### src/rtl/button_event_decoder_pkg.sv
// button_event_decoder_pkg: shared state encoding and parameter range helper for the button decoder.
package button_event_decoder_pkg;
  typedef enum logic [1:0] {
    ST_IDLE      = 2'd0,
    ST_PRESSED   = 2'd1,
    ST_LONG_HELD = 2'd2
  } state_t;
  function automatic bit cnt_legal(input longint unsigned v, input longint unsigned lo, input int w);
    return v >= lo && v <= (64'd1 << w) - 64'd1;
  endfunction
endpackage

### src/rtl/button_event_decoder_edge_detect.sv
// edge_detect: one-cycle delayed copy of a level plus single-cycle rise/fall strobes.
module edge_detect (
  input  logic i_clk,
  input  logic i_rst,
  input  logic i_sig,
  output logic o_rise,
  output logic o_fall
);
  logic r_q;
  always_ff @(posedge i_clk) r_q <= i_rst ? 1'b0 : i_sig;
  assign o_rise = i_sig & ~r_q;
  assign o_fall = ~i_sig & r_q;
endmodule

### src/rtl/button_event_decoder.sv
// button_event_decoder: turns a debounced button level into press/release/click/long/repeat pulses.
module button_event_decoder
  import button_event_decoder_pkg::*;
#(
  parameter int          CNT_W      = 24,
  parameter int unsigned LONG_CNT   = 24'hFF_FFFF,
  parameter int unsigned REPEAT_CNT = 24'h3F_FFFF,
  parameter bit          REPEAT_EN  = 1'b1
) (
  input  logic clkIn,
  input  logic rstIn,
  input  logic buttonIn,
  output logic heldOut,
  output logic pressOut,
  output logic releaseOut,
  output logic clickOut,
  output logic longPressOut,
  output logic repeatOut
);
  if (!cnt_legal(LONG_CNT, 2, CNT_W)) begin : g_bad_long
    $error("LONG_CNT must be in 2..2^CNT_W-1");
  end
  if (!cnt_legal(REPEAT_CNT, 1, CNT_W)) begin : g_bad_repeat
    $error("REPEAT_CNT must be in 1..2^CNT_W-1");
  end
  localparam logic [CNT_W-1:0] LONG_LAST = CNT_W'(LONG_CNT - 1);
  localparam logic [CNT_W-1:0] REP_LAST  = CNT_W'(REPEAT_CNT - 1);
  logic w_rise, w_fall;
  state_t r_state;
  logic [CNT_W-1:0] r_timer;
  logic r_held, r_press, r_release, r_click, r_long, r_repeat;
  edge_detect u_edge (
    .i_clk (clkIn),
    .i_rst (rstIn),
    .i_sig (buttonIn),
    .o_rise(w_rise),
    .o_fall(w_fall)
  );
  // A fall is tested before the timer match in every state so release always wins a tie.
  always_ff @(posedge clkIn) begin
    if (rstIn) begin
      r_state   <= ST_IDLE;
      r_timer   <= '0;
      r_held    <= 1'b0;
      r_press   <= 1'b0;
      r_release <= 1'b0;
      r_click   <= 1'b0;
      r_long    <= 1'b0;
      r_repeat  <= 1'b0;
    end else begin
      r_press   <= 1'b0;
      r_release <= 1'b0;
      r_click   <= 1'b0;
      r_long    <= 1'b0;
      r_repeat  <= 1'b0;
      case (r_state)
        ST_IDLE: if (w_rise) begin
          r_state <= ST_PRESSED;
          r_timer <= '0;
          r_press <= 1'b1;
          r_held  <= 1'b1;
        end
        ST_PRESSED: if (w_fall) begin
          r_state   <= ST_IDLE;
          r_timer   <= '0;
          r_held    <= 1'b0;
          r_release <= 1'b1;
          r_click   <= 1'b1;
        end else if (r_timer == LONG_LAST && buttonIn) begin
          r_state <= ST_LONG_HELD;
          r_timer <= '0;
          r_long  <= 1'b1;
        end else r_timer <= r_timer + 1'b1;
        ST_LONG_HELD: if (w_fall) begin
          r_state   <= ST_IDLE;
          r_timer   <= '0;
          r_held    <= 1'b0;
          r_release <= 1'b1;
        end else if (REPEAT_EN && r_timer == REP_LAST && buttonIn) begin
          r_timer  <= '0;
          r_repeat <= 1'b1;
        end else r_timer <= REPEAT_EN ? r_timer + 1'b1 : '0;
        default: begin
          r_state <= ST_IDLE;
          r_timer <= '0;
          r_held  <= 1'b0;
        end
      endcase
    end
  end
  assign heldOut      = r_held;
  assign pressOut     = r_press;
  assign releaseOut   = r_release;
  assign clickOut     = r_click;
  assign longPressOut = r_long;
  assign repeatOut    = r_repeat;
endmodule

### config.mk
export PLATFORM = sky130hd
export DESIGN_NAME = button_event_decoder
export DESIGN_NICKNAME = d
export VERILOG_FILES = /design/src/rtl/button_event_decoder_pkg.sv /design/src/rtl/button_event_decoder_edge_detect.sv /design/src/rtl/button_event_decoder.sv
export SDC_FILE = /design/constraint.sdc
export NUM_CORES = 1
export LEC_CHECK = 0
export ABC_AREA = 1
export CAP_MARGIN = 10
export CORE_MARGIN = 3
export CORE_UTILIZATION = 63
export DETAILED_ROUTE_END_ITERATION = 6
export PLACE_DENSITY = 0.83
export SYNTH_ARGS = -nofsm -noshare
export SYNTH_HDL_FRONTEND = slang
export SYNTH_SLANG_ARGS = --single-unit
### constraint.sdc
create_clock -name clkIn -period 2.49 [get_ports clkIn]
set_clock_uncertainty 0.1 [all_clocks]
set_input_delay 0.498 -clock clkIn [delete_from_list [all_inputs] [get_ports clkIn]]
set_output_delay 0.498 -clock clkIn [all_outputs]
set_load 0.03 [all_outputs]
After elaboration in Yosys (flattened, before gate mapping)
Cells that the tools add are included.
{"block": "word_totals", "wordCells": 55, "in_bits": 3, "reg_bits": 33, "output_inout_bits": 6}
{"block": "classes", "n_addsub": 1, "mux": 18, "n_reduce_logical": 11, "bitwise": 8, "n_eq_ne": 8}
{"op": "$mux 24", "count": 5}
{"op": "$pmux 24 s3", "count": 1}
{"op": "$add 24x1->24 const B", "count": 1}
{"op": "$eq 24x22->1 const B", "count": 1}
{"op": "$eq 24x24->1 const B", "count": 1}
{"op": "$mux 2", "count": 4}
{"op": "$reduce_or 2->1", "count": 4}
{"op": "$mux 1", "count": 6}
{"op": "$ne 2x1->1 const B", "count": 3}
{"op": "$not 1->1", "count": 6}
{"op": "$pmux 2 s3", "count": 1}
{"op": "$reduce_or 3->1", "count": 2}
{"op": "$ne 3x2->1 const B", "count": 1}
{"op": "$reduce_and 3->1", "count": 1}
{"op": "$and 1x1->1", "count": 2}
{"op": "$eq 2x1->1 const B", "count": 1}
{"op": "$eq 2x2->1 const B", "count": 1}
{"op": "$logic_and 1x1->1", "count": 2}
{"op": "$logic_not 2->1", "count": 1}
{"op": "$pmux 1 s2", "count": 1}
{"op": "$reduce_and 2->1", "count": 1}

Logic depth before layout (Yosys ltp)
Gate-level depths: netlist (run 1).
{"block": "logic_depth", "word_depth": 5, "mapped_depth": 14, "mapped_depth_nobuf": 13}

By module
From an unflattened synthesis (run 1), not the netlist that was laid out.
{"block": "hier_totals", "hier_cells": 313, "hier_area_um2": 2023.2}
{"mod": "button_event_decoder", "seq_area_each_um2": 640.6, "n_inst": 1, "area_per_inst_um2": 1984.4, "cells_each": 307}
{"mod": "edge_detect", "seq_area_each_um2": 20.0, "n_inst": 1, "area_per_inst_um2": 38.8, "cells_each": 6}

Least setup slack after synthesis (run 1)
Ideal clock, no wire load.
{"block": "synth_timing", "path_kind": "register to register", "from": "register r_timer[0]", "to": "register r_timer[14]", "arrival_time_ns": 1.399, "required_time_ns": 2.273, "setup_ns": 0.117, "path_stages_with_launch": 15, "slack_ns": 0.874, "n_path_buf": 1, "period_less_slack_ns": 1.616, "path_cell_list": "dfxtp_1 > inv_1 > ha_1 > inv_1 > nor2_1 > nand2_1 > nor2_2 > nand2_1 > nand2_2 > nand2_4 > nand2_2 > nand2_2 > nand2_4 > buf_6 > nor2_1"}
{"block": "synth_between", "elab_chain_len": 5, "elab_cells_between_ends": 10, "cone_classes": "add/sub: 1; eq/ne: 2; mux: 5; reduce/logical: 2"}
{"item": "start: declaration", "line": "button_event_decoder.sv:30", "source": "logic [CNT_W-1:0] r_timer;"}
{"item": "start signal: assignment", "line": "button_event_decoder.sv:73", "source": "end else r_timer <= r_timer + 1'b1;"}
{"item": "start signal: assignment", "line": "button_event_decoder.sv:82", "source": "end else r_timer <= REPEAT_EN ? r_timer + 1'b1 : '0;"}
{"item": "branches (longest 4 deep; another with $add 24x1->24)"}
{"item": "$pmux 24 s3 *", "line": "button_event_decoder.sv:56", "source": "case (r_state)"}
Mark *: on every way between the ends.
A chain may end at the register's enable or synchronous reset.

Final worst setup path (run 1)
{"block": "layout_timing", "from": "register r_timer[1]", "to": "register r_timer[14]"}
Same word-level chain as after synthesis.

==> metrics, run 1 <==
area enclosed by the die boundary=3440 sq um; Vias=1637; number of antenna violations at the first check in global routing=0; CP Max Fanout=4; hold path startpoint=r_state[1]$_SDFFE_PP0P_; clock tree from TritonCTS=yes; number of distinct library cell variants in the gate-level netlist after synthesis=23; Max-slew headroom=0.645; RSZ-0062 raised after global routing=no; final hold viol count=0; run status=completed; buffer and inverter count on the worst path=1; count of yosys warnings during synthesis=0; Final ANT Viol Nets=0; number of levels the H-tree was split into=2; count of antenna diodes in the layout=0; die height=58.6 um; Post-DP HPWL=2810 um; clock transition at the register clock pins on the worst setup and hold paths after CTS=0.09 ns; Placer Congestion=0.884; number of sinks handled by clock tree synthesis=33; achievable clock frequency=494 MHz; drt first pass iters=4; Root Buffer Master=clkbuf_4; post-layout power=1.28 mW; Final Routed Wirelength=3700 um; cell area after layout=1910 sq um; average wire length per cell after detail routing=12.2 um; Critical Path Sink Type=flip-flop; max-cap violation count=0; post-synthesis compound-gate area fraction=0.0638; Inserted Clock Buffers=5; Cell Area, Synth=1750 sq um; synthesized net count=267; data required time at the worst endpoint=2.66 ns; synthesized-area fraction occupied by and/or/nand/nor cells=0.379; total of fill cells in the finished design=206; ordered list of cells on the worst path=ha_1, inv_1, nor2_1, nand2_1, nor2_1, nand4_1, o21bai_1, o21ai_0, nor2_1; Final nets=281; peak supply drop=0.666 mV; standard cell core area=2540 sq um; multiplexer share of the synthesized area=0; post-synthesis area per instance=6.74 sq um; kind of start point of the critical path=flip-flop; sequential share of the synthesized area=0.378; number of remaining DRC errors=0; setup_tns=0 ns; Worst path max stage delay=0.41 ns; arrival time at the worst endpoint=2.20 ns; xor and xnor area share after synthesis=0.0602; slew at the pin closest to its max-slew limit=0.531 ns; maximum number of pins on one net before global-route repair=16; clk_lat worst skew=0.34 ns; max-slew violation count=0; largest family of logic cells by synthesized area=simple AND/OR/NAND/NOR gates; wire length of the first global-routing pass=6550 um; number of rows created at floorplan=18; starting density of the core=0.686; fraction of the mapped netlist area in adder cells=0.0358; Post-Synthesis Cells=259; Crit Path Category=flip-flop to flip-flop; overall fraction of global-route tracks in use=0.252; post-route fraction of the period consumed by the critical path=0.814; number of placed I/O pins=9; R2R Path Start=r_timer[1]$_SDFFE_PP0P_; setup violation total in the final timing report=0; detail-routed via count per cell=5.38; cell area power density=667 nW/um^2; fraction of final layout cells with drive strength greater than 1=0.0620; number of global-route vias before repair=1511; cts-stage hold buffer count=0; maximum buffer depth of the clock tree=2; quantity of I/O buffers inserted on ports=8; DRC violation total after the first TritonRoute iteration=97; flops & latches, synth=33; total gr overflow=0; post-CTS setup buffer count=0; area growth from synthesis to final layout=9.68%; worst min path class=flip-flop to flip-flop; min Tclk post-route=2.03 ns; Post-DP Area=1870 sq um; cell family with the largest share of critical-path delay=simple AND/OR/NAND/NOR gates; Slowest cell on crit path=dfxtp_1; Pleak=0.762 nW; start point of the critical path=r_timer[1]$_SDFFE_PP0P_; post-cts gate resize count=0; die span in x=58.6 um; crit-path most repeated cell=nor2_1
[routing by layer]
layer | up-vias | share of wire | global-route usage
met5 | - | 0 | 0
met2 | 52 | 0.46 | 0.407
li1 | 836 | - | -
met1 | 736 | 0.47 | 0.325
met3 | 13 | 0.049 | 0.0592
met4 | 0 | 0.023 | 0.104
[worst paths after layout]
kind,slack (ns),depth (start not counted),end
worst max-delay path,0.46,9,r_timer[14]$_SDFFE_PP0P_
worst min-delay path,0.40,2,r_state[1]$_SDFFE_PP0P_
worst max register to register,0.46,9,r_timer[14]$_SDFFE_PP0P_
worst min register to register,0.40,2,r_state[1]$_SDFFE_PP0P_
[metrics by stage]
stage	worst slack (ns)	util	hold WS (ns)	std cells
detailed placement	0.172	0.733	0.391	296
finish	0.464	0.752	0.404	304
global placement	0.206	0.733	0.382	296
global route	0.293	0.752	0.421	304
CTS	0.491	0.752	0.408	304
floorplan	0.874	-	0.358	259
[cells in the final DEF (no fill, tap or decap), drive strengths merged]
master / count
nor2: 47
o21ai: 5
nand3b: 3
o211ai: 1
o21bai: 3
a21oi: 10
o22ai: 1
inv: 31
nand2: 74
nand3: 15
clkbuf: 8
xor2: 10
clkdlybuf4s50: 8
ha: 5
nand4: 6
xnor2: 2
buf: 4
and3: 2
dfxtp: 33
nor3: 6
[state kept, by name, indices dropped and copies added, names as in the netlist]
name,cells
pressOut,1
releaseOut,1
repeatOut,1
u_edge.r_q,1
longPressOut,1
r_timer,24
r_state,2
clickOut,1
heldOut,1
[tightest hold or removal path, cell delays in order (launching register included)]
cell and delay [ns]:
dfxtp_1 0.34, nand2_1 0.07, a21oi_1 0.06
[cell usage after synthesis]
master | n | share of area
nand2_1 | 69 | 0.15
nor2_1 | 44 | 0.095
dfxtp_1 | 33 | 0.38
inv_1 | 31 | 0.067
nand3_1 | 15 | 0.043
a21oi_1 | 10 | 0.029
xor2_1 | 10 | 0.050
nand4_1 | 6 | 0.022
nor3_1 | 6 | 0.017
ha_1 | 5 | 0.036
o21ai_0 | 5 | 0.014
clkbuf_1 | 3 | 0.0065
nand2_2 | 3 | 0.011
nand3b_1 | 3 | 0.013
nor2_2 | 3 | 0.011
o21bai_1 | 3 | 0.013
and3_1 | 2 | 0.0072
nand2_4 | 2 | 0.013
xnor2_1 | 2 | 0.010
buf_2 | 1 | 0.0029
buf_6 | 1 | 0.0065
o211ai_1 | 1 | 0.0043
o22ai_1 | 1 | 0.0036
[power breakdown]
| part | leakage, nW | switching (mW) | internal [mW] | total [mW] |
|---|---|---|---|---|
| logic | 0.469 | 0.289 | 0.134 | 0.423 |
| clock network | 0.0265 | 0.170 | 0.112 | 0.282 |
| registers | 0.267 | 0.0164 | 0.555 | 0.571 |
[layout make-up]
cell class	instances	area, sq um	share of cell area
Sequential cell	33	661	0.345
Multi-Input combinational cell	190	941	0.492
Inverter	31	116	0.0608
Clock buffer	8	48.8	0.0255
Timing Repair Buffer	12	110	0.0575
Tap cell	30	37.5	0.0196
[logic make-up (layout without fill, tap and decap cells)]
| group | after synthesis | in the layout |
|---|---|---|
| AOI/OAI and AO/OA | 20 | 20 |
| and+or+nand+nor | 153 | 153 |
| adders and majority gates | 5 | 5 |
| xor gates and xnor gates | 12 | 12 |
| DFF | 33 | 33 |
| buffers and inverters | 36 | 51 |
Note: power is estimated with default switching activity, not from simulation.
==> run 2, diff against run 1 <==
- CORE_UTILIZATION: 63 -> 53
- PLACE_DENSITY: 0.83 -> 0.75
- clock period: 2.49 -> 1.6 ns (I/O delays scaled with it)
==> run 2 against run 1 <==
  * The run now ends with negative setup slack left
  * Global-route usage is 1.0 points lower
  * Flip-flop and latch count stayed put
  * Clock power is 77% higher
  * Via count is 22% higher
  * Highest routed layer unchanged
==> metrics, run 2 (same netlist as run 1, synthesis figures left out) <==
drt first pass iters=5; number of remaining DRC errors=0; peak supply drop=1.41 mV; switching portion of total power=0.402; die span in x=63.4 um; run status=complete, but fails checks; die height=63.4 um; average wire length per cell after detail routing=15.8 um; largest registers=r_timer (24), r_state (2); total gr overflow=0; wire length of the first global-routing pass=7600 um; number of antenna violations at the first check in global routing=0; R2R Path Start=r_timer[4]$_SDFFE_PP0P_; leading cell types in the layout, fill and taps excluded=nand2_1, buf_4, inv_1; cell area power density=1040 nW/um^2; data required time at the worst endpoint=1.74 ns; maximum buffer depth of the clock tree=2; hold path startpoint=buttonIn; clk_lat worst skew=0.36 ns; Net Switching=1.10 mW; ordered list of cells on the worst path=nand2_1, nor2_4, nand2_1, nor2_4, nand2_4, nand2_4, nand2_4, nand2_4, nand2_8, nand2_8, nor2_4; Root Buffer Master=clkbuf_4; Final ANT Viol Nets=0; Inserted Clock Buffers=5; clock tree from TritonCTS=yes; number of rows created at floorplan=20; share of the core filled with cells in the final layout=0.850; achievable clock frequency=579 MHz; Post-DP Area=2200 sq um; starting density of the core=0.563; area of the multi-input gates=1250 sq um; number of levels the H-tree was split into=2; Placer Congestion=0.887; number of sinks handled by clock tree synthesis=33; detail-routed via count per cell=5.46; setup violation total in the final timing report=26; worst min path class=input pin to flip-flop; Reg2Reg Setup Slack=-0.13 ns; total of fill cells in the finished design=183; overall fraction of global-route tracks in use=0.242; Critical Path Sink Type=flip-flop; crit-path most repeated cell=nand2_4; largest register by flop count=r_timer; Crit Path Category=flip-flop to flip-flop; fraction of power consumed by combinational cells=0.490; fraction of final layout cells with drive strength greater than 1=0.417; setup slack after placement=-0.402 ns; number of standard cells in the layout, taps in and fillers out=365; Seq pwr share=0.327; worst hold slack after final layout=0.256 ns; quantity of I/O buffers inserted on ports=8; CP Max Fanout=8; Max-slew headroom=0.758; cts-stage hold buffer count=0; area used by sequential logic in the layout=682 sq um; Final nets=329; RSZ-0062 raised after global routing=yes; area growth from synthesis to final layout=51.0%; final hold viol count=0; worst hold path endpoint=u_edge.r_q$_SDFF_PP0_; Largest register FFs=24; Final Routed Wirelength=5790 um; post-route fraction of the period consumed by the critical path=1.08; clock transition at the register clock pins on the worst setup and hold paths after CTS=0.09 ns; cell family with the largest share of critical-path delay=simple AND/OR/NAND/NOR gates; kind of start point of the critical path=flip-flop; Slowest cell on crit path=dfxtp_1; standard cell core area=3100 sq um; DRC violation total after the first TritonRoute iteration=208; max-slew violation count=0; Post-DP HPWL=3100 um; minimum setup slack in the final design=-0.128 ns; commonest non-fill, non-tap cell in the layout=nand2_1; Cell Int Power=1.63 mW; post-layout power=2.73 mW; Pleak=1.10 nW; setup_tns=-2.03 ns; number of placed I/O pins=9; worst-case reg-to-reg path depth=11; Vias=1993; cell area after layout=2640 sq um; violated checks=negative setup slack; maximum number of pins on one net before global-route repair=15; Worst path max stage delay=0.39 ns; Clock Power Share=0.183; max-cap violation count=0; number of global-route vias before repair=1712; arrival time at the worst endpoint=1.87 ns; count of antenna diodes in the layout=0; buffer and inverter count on the worst path=0; capture point of the worst reg-to-reg path=r_timer[4]$_SDFFE_PP0P_; worst hold path depth=4; slew at the pin closest to its max-slew limit=0.362 ns; min Tclk post-route=1.73 ns; number of placed instances, taps included=352; area enclosed by the die boundary=4020 sq um
[run 2: how the worst max path moves through the flow]
stage	startpoint	end	slack, ns	depth (start not counted)
after floorplan	r_timer[0]$_SDFFE_PP0P_	r_timer[14]$_SDFFE_PP0P_	0.004	14
after global placement	buttonIn	r_timer[19]$_SDFFE_PP0P_	-0.35	9
after detailed placement	buttonIn	r_timer[16]$_SDFFE_PP0P_	-0.40	12
after CTS	r_timer[0]$_SDFFE_PP0P_	r_timer[4]$_SDFFE_PP0P_	-0.05	13
after global routing	r_timer[0]$_SDFFE_PP0P_	r_timer[14]$_SDFFE_PP0P_	-0.25	10
final	r_timer[4]$_SDFFE_PP0P_	r_timer[4]$_SDFFE_PP0P_	-0.13	11
[run 2: what timing repair did]
action	4_1_cts	5_1_grt
setup endpoints to repair	31	27
pin swaps	11	26
setup buffers	1	4
resized for setup	36	70
cloned	1	0
[run 2: worst min-delay path, stage by stage]
cell and delay [ns]:
dlymetal6s2s_1 0.14, buf_6 0.13, inv_1 0.04, nor2_1 0.03
[run 2: cell type report]
type | instances | share of cell area
inverters | 31 | 0.0451
multi-input cells | 191 | 0.474
repair buffers | 59 | 0.181
clock buffers | 7 | 0.0209
flip-flops and latches | 33 | 0.259
well taps | 44 | 0.0209
[run 2: routing by layer]
metal	vias to the layer above	GRT usage	wire length [um]
met4	0	0.0970	306
met2	101	0.417	2910
met3	36	0.0517	348
met5	-	0	0
li1	933	-	-
met1	923	0.290	2220
[run 2: power groups by stage]
stage               sequential [mW]  clock, mW  combinational, mW
global route                  0.899      0.535               1.42
floorplan                     0.932          0              0.456
finish                        0.894      0.498               1.34
detailed placement            0.904          0              0.946
global placement              0.902          0              0.936
CTS                           0.888      0.487               1.10
==> run 3, diff against run 2 <==
- CORE_UTILIZATION: 53 -> 59
- PLACE_DENSITY: 0.75 -> 0.79
- clock period: 1.6 -> 1.7 ns (I/O delays scaled with it)
==> run 3 against run 2 <==
  * The flow still finishes with violations (negative setup slack)
  * Critical path type unchanged
  * Register-to-register slack improved by 0.07 ns
  * Count of clock-buffer cells in the layout unchanged
  * Total power decreased by 11%
  * Combinational power decreased by 20%
  * Flip-flop and latch count unchanged
  * Global-route usage increased by 2.4 points
  * Die area decreased by 9.2%
  * Clock power increased by 3%
  * Sequential share of layout area increased by 3.1 points
  * Largest cell class unchanged
  * Design area decreased by 10%
==> metrics, run 3 (same netlist as run 1, synthesis figures left out) <==
average wire length per cell after detail routing=15.6 um; number of levels the H-tree was split into=2; number of sinks handled by clock tree synthesis=33; Seq pwr share=0.347; detail-routed via count per cell=5.62; Final ANT Viol Nets=0; kind of start point of the critical path=flip-flop; clk_lat worst skew=0.35 ns; overall fraction of global-route tracks in use=0.266; total of fill cells in the finished design=149; drt first pass iters=4; wire length of the first global-routing pass=7060 um; slew at the pin closest to its max-slew limit=0.423 ns; Clock Power Share=0.212; hold path startpoint=r_timer[22]$_SDFFE_PP0P_; Net Switching=0.946 mW; Vias=1912; run status=complete, but fails checks; number of remaining DRC errors=0; cell area power density=1020 nW/um^2; number of global-route vias before repair=1647; number of rows created at floorplan=19; Final Routed Wirelength=5300 um; total gr overflow=0; number of placed instances, taps included=324; commonest non-fill, non-tap cell in the layout=nand2_1; worst min path class=flip-flop to flip-flop; Largest register FFs=24; Critical Path Sink Type=flip-flop; Crit Path Category=flip-flop to flip-flop; area enclosed by the die boundary=3650 sq um; Max-slew headroom=0.718; R2R Path Start=r_timer[1]$_SDFFE_PP0P_; fraction of power consumed by combinational cells=0.441; clock tree from TritonCTS=yes; clock transition at the register clock pins on the worst setup and hold paths after CTS=0.11 ns; violated checks=negative setup slack; DRC violation total after the first TritonRoute iteration=117; Placer Congestion=0.827; number of standard cells in the layout, taps in and fillers out=340; fraction of final layout cells with drive strength greater than 1=0.294; Final nets=316; final hold viol count=0; RSZ-0062 raised after global routing=yes; Post-DP HPWL=3010 um; count of antenna diodes in the layout=0; minimum setup slack in the final design=-0.0560 ns; maximum buffer depth of the clock tree=2; switching portion of total power=0.391; die span in x=60.4 um; largest registers=r_timer (24), r_state (2); standard cell core area=2780 sq um; leading cell types in the layout, fill and taps excluded=nand2_1, buf_4, nor2_1; max-slew violation count=0; Pleak=1.00 nW; share of the core filled with cells in the final layout=0.849; largest register by flop count=r_timer; area growth from synthesis to final layout=35.3%; max-cap violation count=0; CP Max Fanout=4; setup violation total in the final timing report=15; quantity of I/O buffers inserted on ports=8; Inserted Clock Buffers=5; die height=60.4 um; setup slack after placement=-0.333 ns; data required time at the worst endpoint=1.85 ns; setup_tns=-0.293 ns; starting density of the core=0.628; achievable clock frequency=569 MHz; maximum number of pins on one net before global-route repair=13; number of antenna violations at the first check in global routing=0; post-route fraction of the period consumed by the critical path=1.03; post-layout power=2.42 mW; Root Buffer Master=clkbuf_4; peak supply drop=1.09 mV; arrival time at the worst endpoint=1.90 ns; number of placed I/O pins=9; start point of the critical path=r_timer[1]$_SDFFE_PP0P_; min Tclk post-route=1.76 ns; Cell Int Power=1.47 mW
run 3: final cells by class:
| cell class | instances | area (sq um) | area share |
|---|---|---|---|
| multi-input cells | 191 | 1090 | 0.460 |
| flip-flops and latches | 33 | 684 | 0.290 |
| repair buffers | 46 | 365 | 0.155 |
| inverters | 31 | 116 | 0.0493 |
| clock buffers | 7 | 65.1 | 0.0275 |
| well taps | 31 | 38.8 | 0.0164 |
| clock inverters | 1 | 5.00 | 0.00212 |
run 3: what timing repair did:
item,4_1_cts,5_1_grt
endpoints found under the setup margin,10,26
gates resized for setup,10,50
cloned,1,0
pin swaps,1,23
setup buffers,0,7
hold buffers,0,0
run 3: power groups by stage:
stage | logic (mW) | registers (mW) | clock network, mW
final | 1.07 | 0.839 | 0.513
after global routing | 1.15 | 0.840 | 0.556
after CTS | 0.826 | 0.833 | 0.518
after detailed placement | 0.807 | 0.851 | 0
after global placement | 0.798 | 0.850 | 0
after floorplan | 0.427 | 0.878 | 0
run 3: worst max-delay path, stage by stage, from the launching register on:
cell and delay (ns):
dfxtp_4 0.40, ha_2 0.20, inv_1 0.08, nor2_4 0.13, nand3_1 0.16, nor2_1 0.23, nand2_1 0.10, xor2_1 0.18
nor2_1 0.08
run 3: per-stage QoR:
stage	cell area, sq um	hold slack (ns)
floorplan	1750	0.347
global placement	2070	0.375
detailed placement	2070	0.394
CTS	2150	0.407
global route	2360	0.407
finish	2360	0.392
run 3: final timing paths:
check        depth (start not counted)  slack, ns                        to
max                                  8      -0.06  r_timer[16]$_SDFFE_PP0P_
min                                  2       0.39  r_timer[22]$_SDFFE_PP0P_
max reg2reg                          8      -0.06  r_timer[16]$_SDFFE_PP0P_
min reg2reg                          2       0.39  r_timer[22]$_SDFFE_PP0P_
run 3: layer usage:
metal  vias to the layer above  track usage  wire, um
met5                         -            0         0
met4                         0        0.136       269
met3                        32       0.0681       387
met2                        91        0.438      2510
met1                       879        0.321      2130
li1                        910            -         -
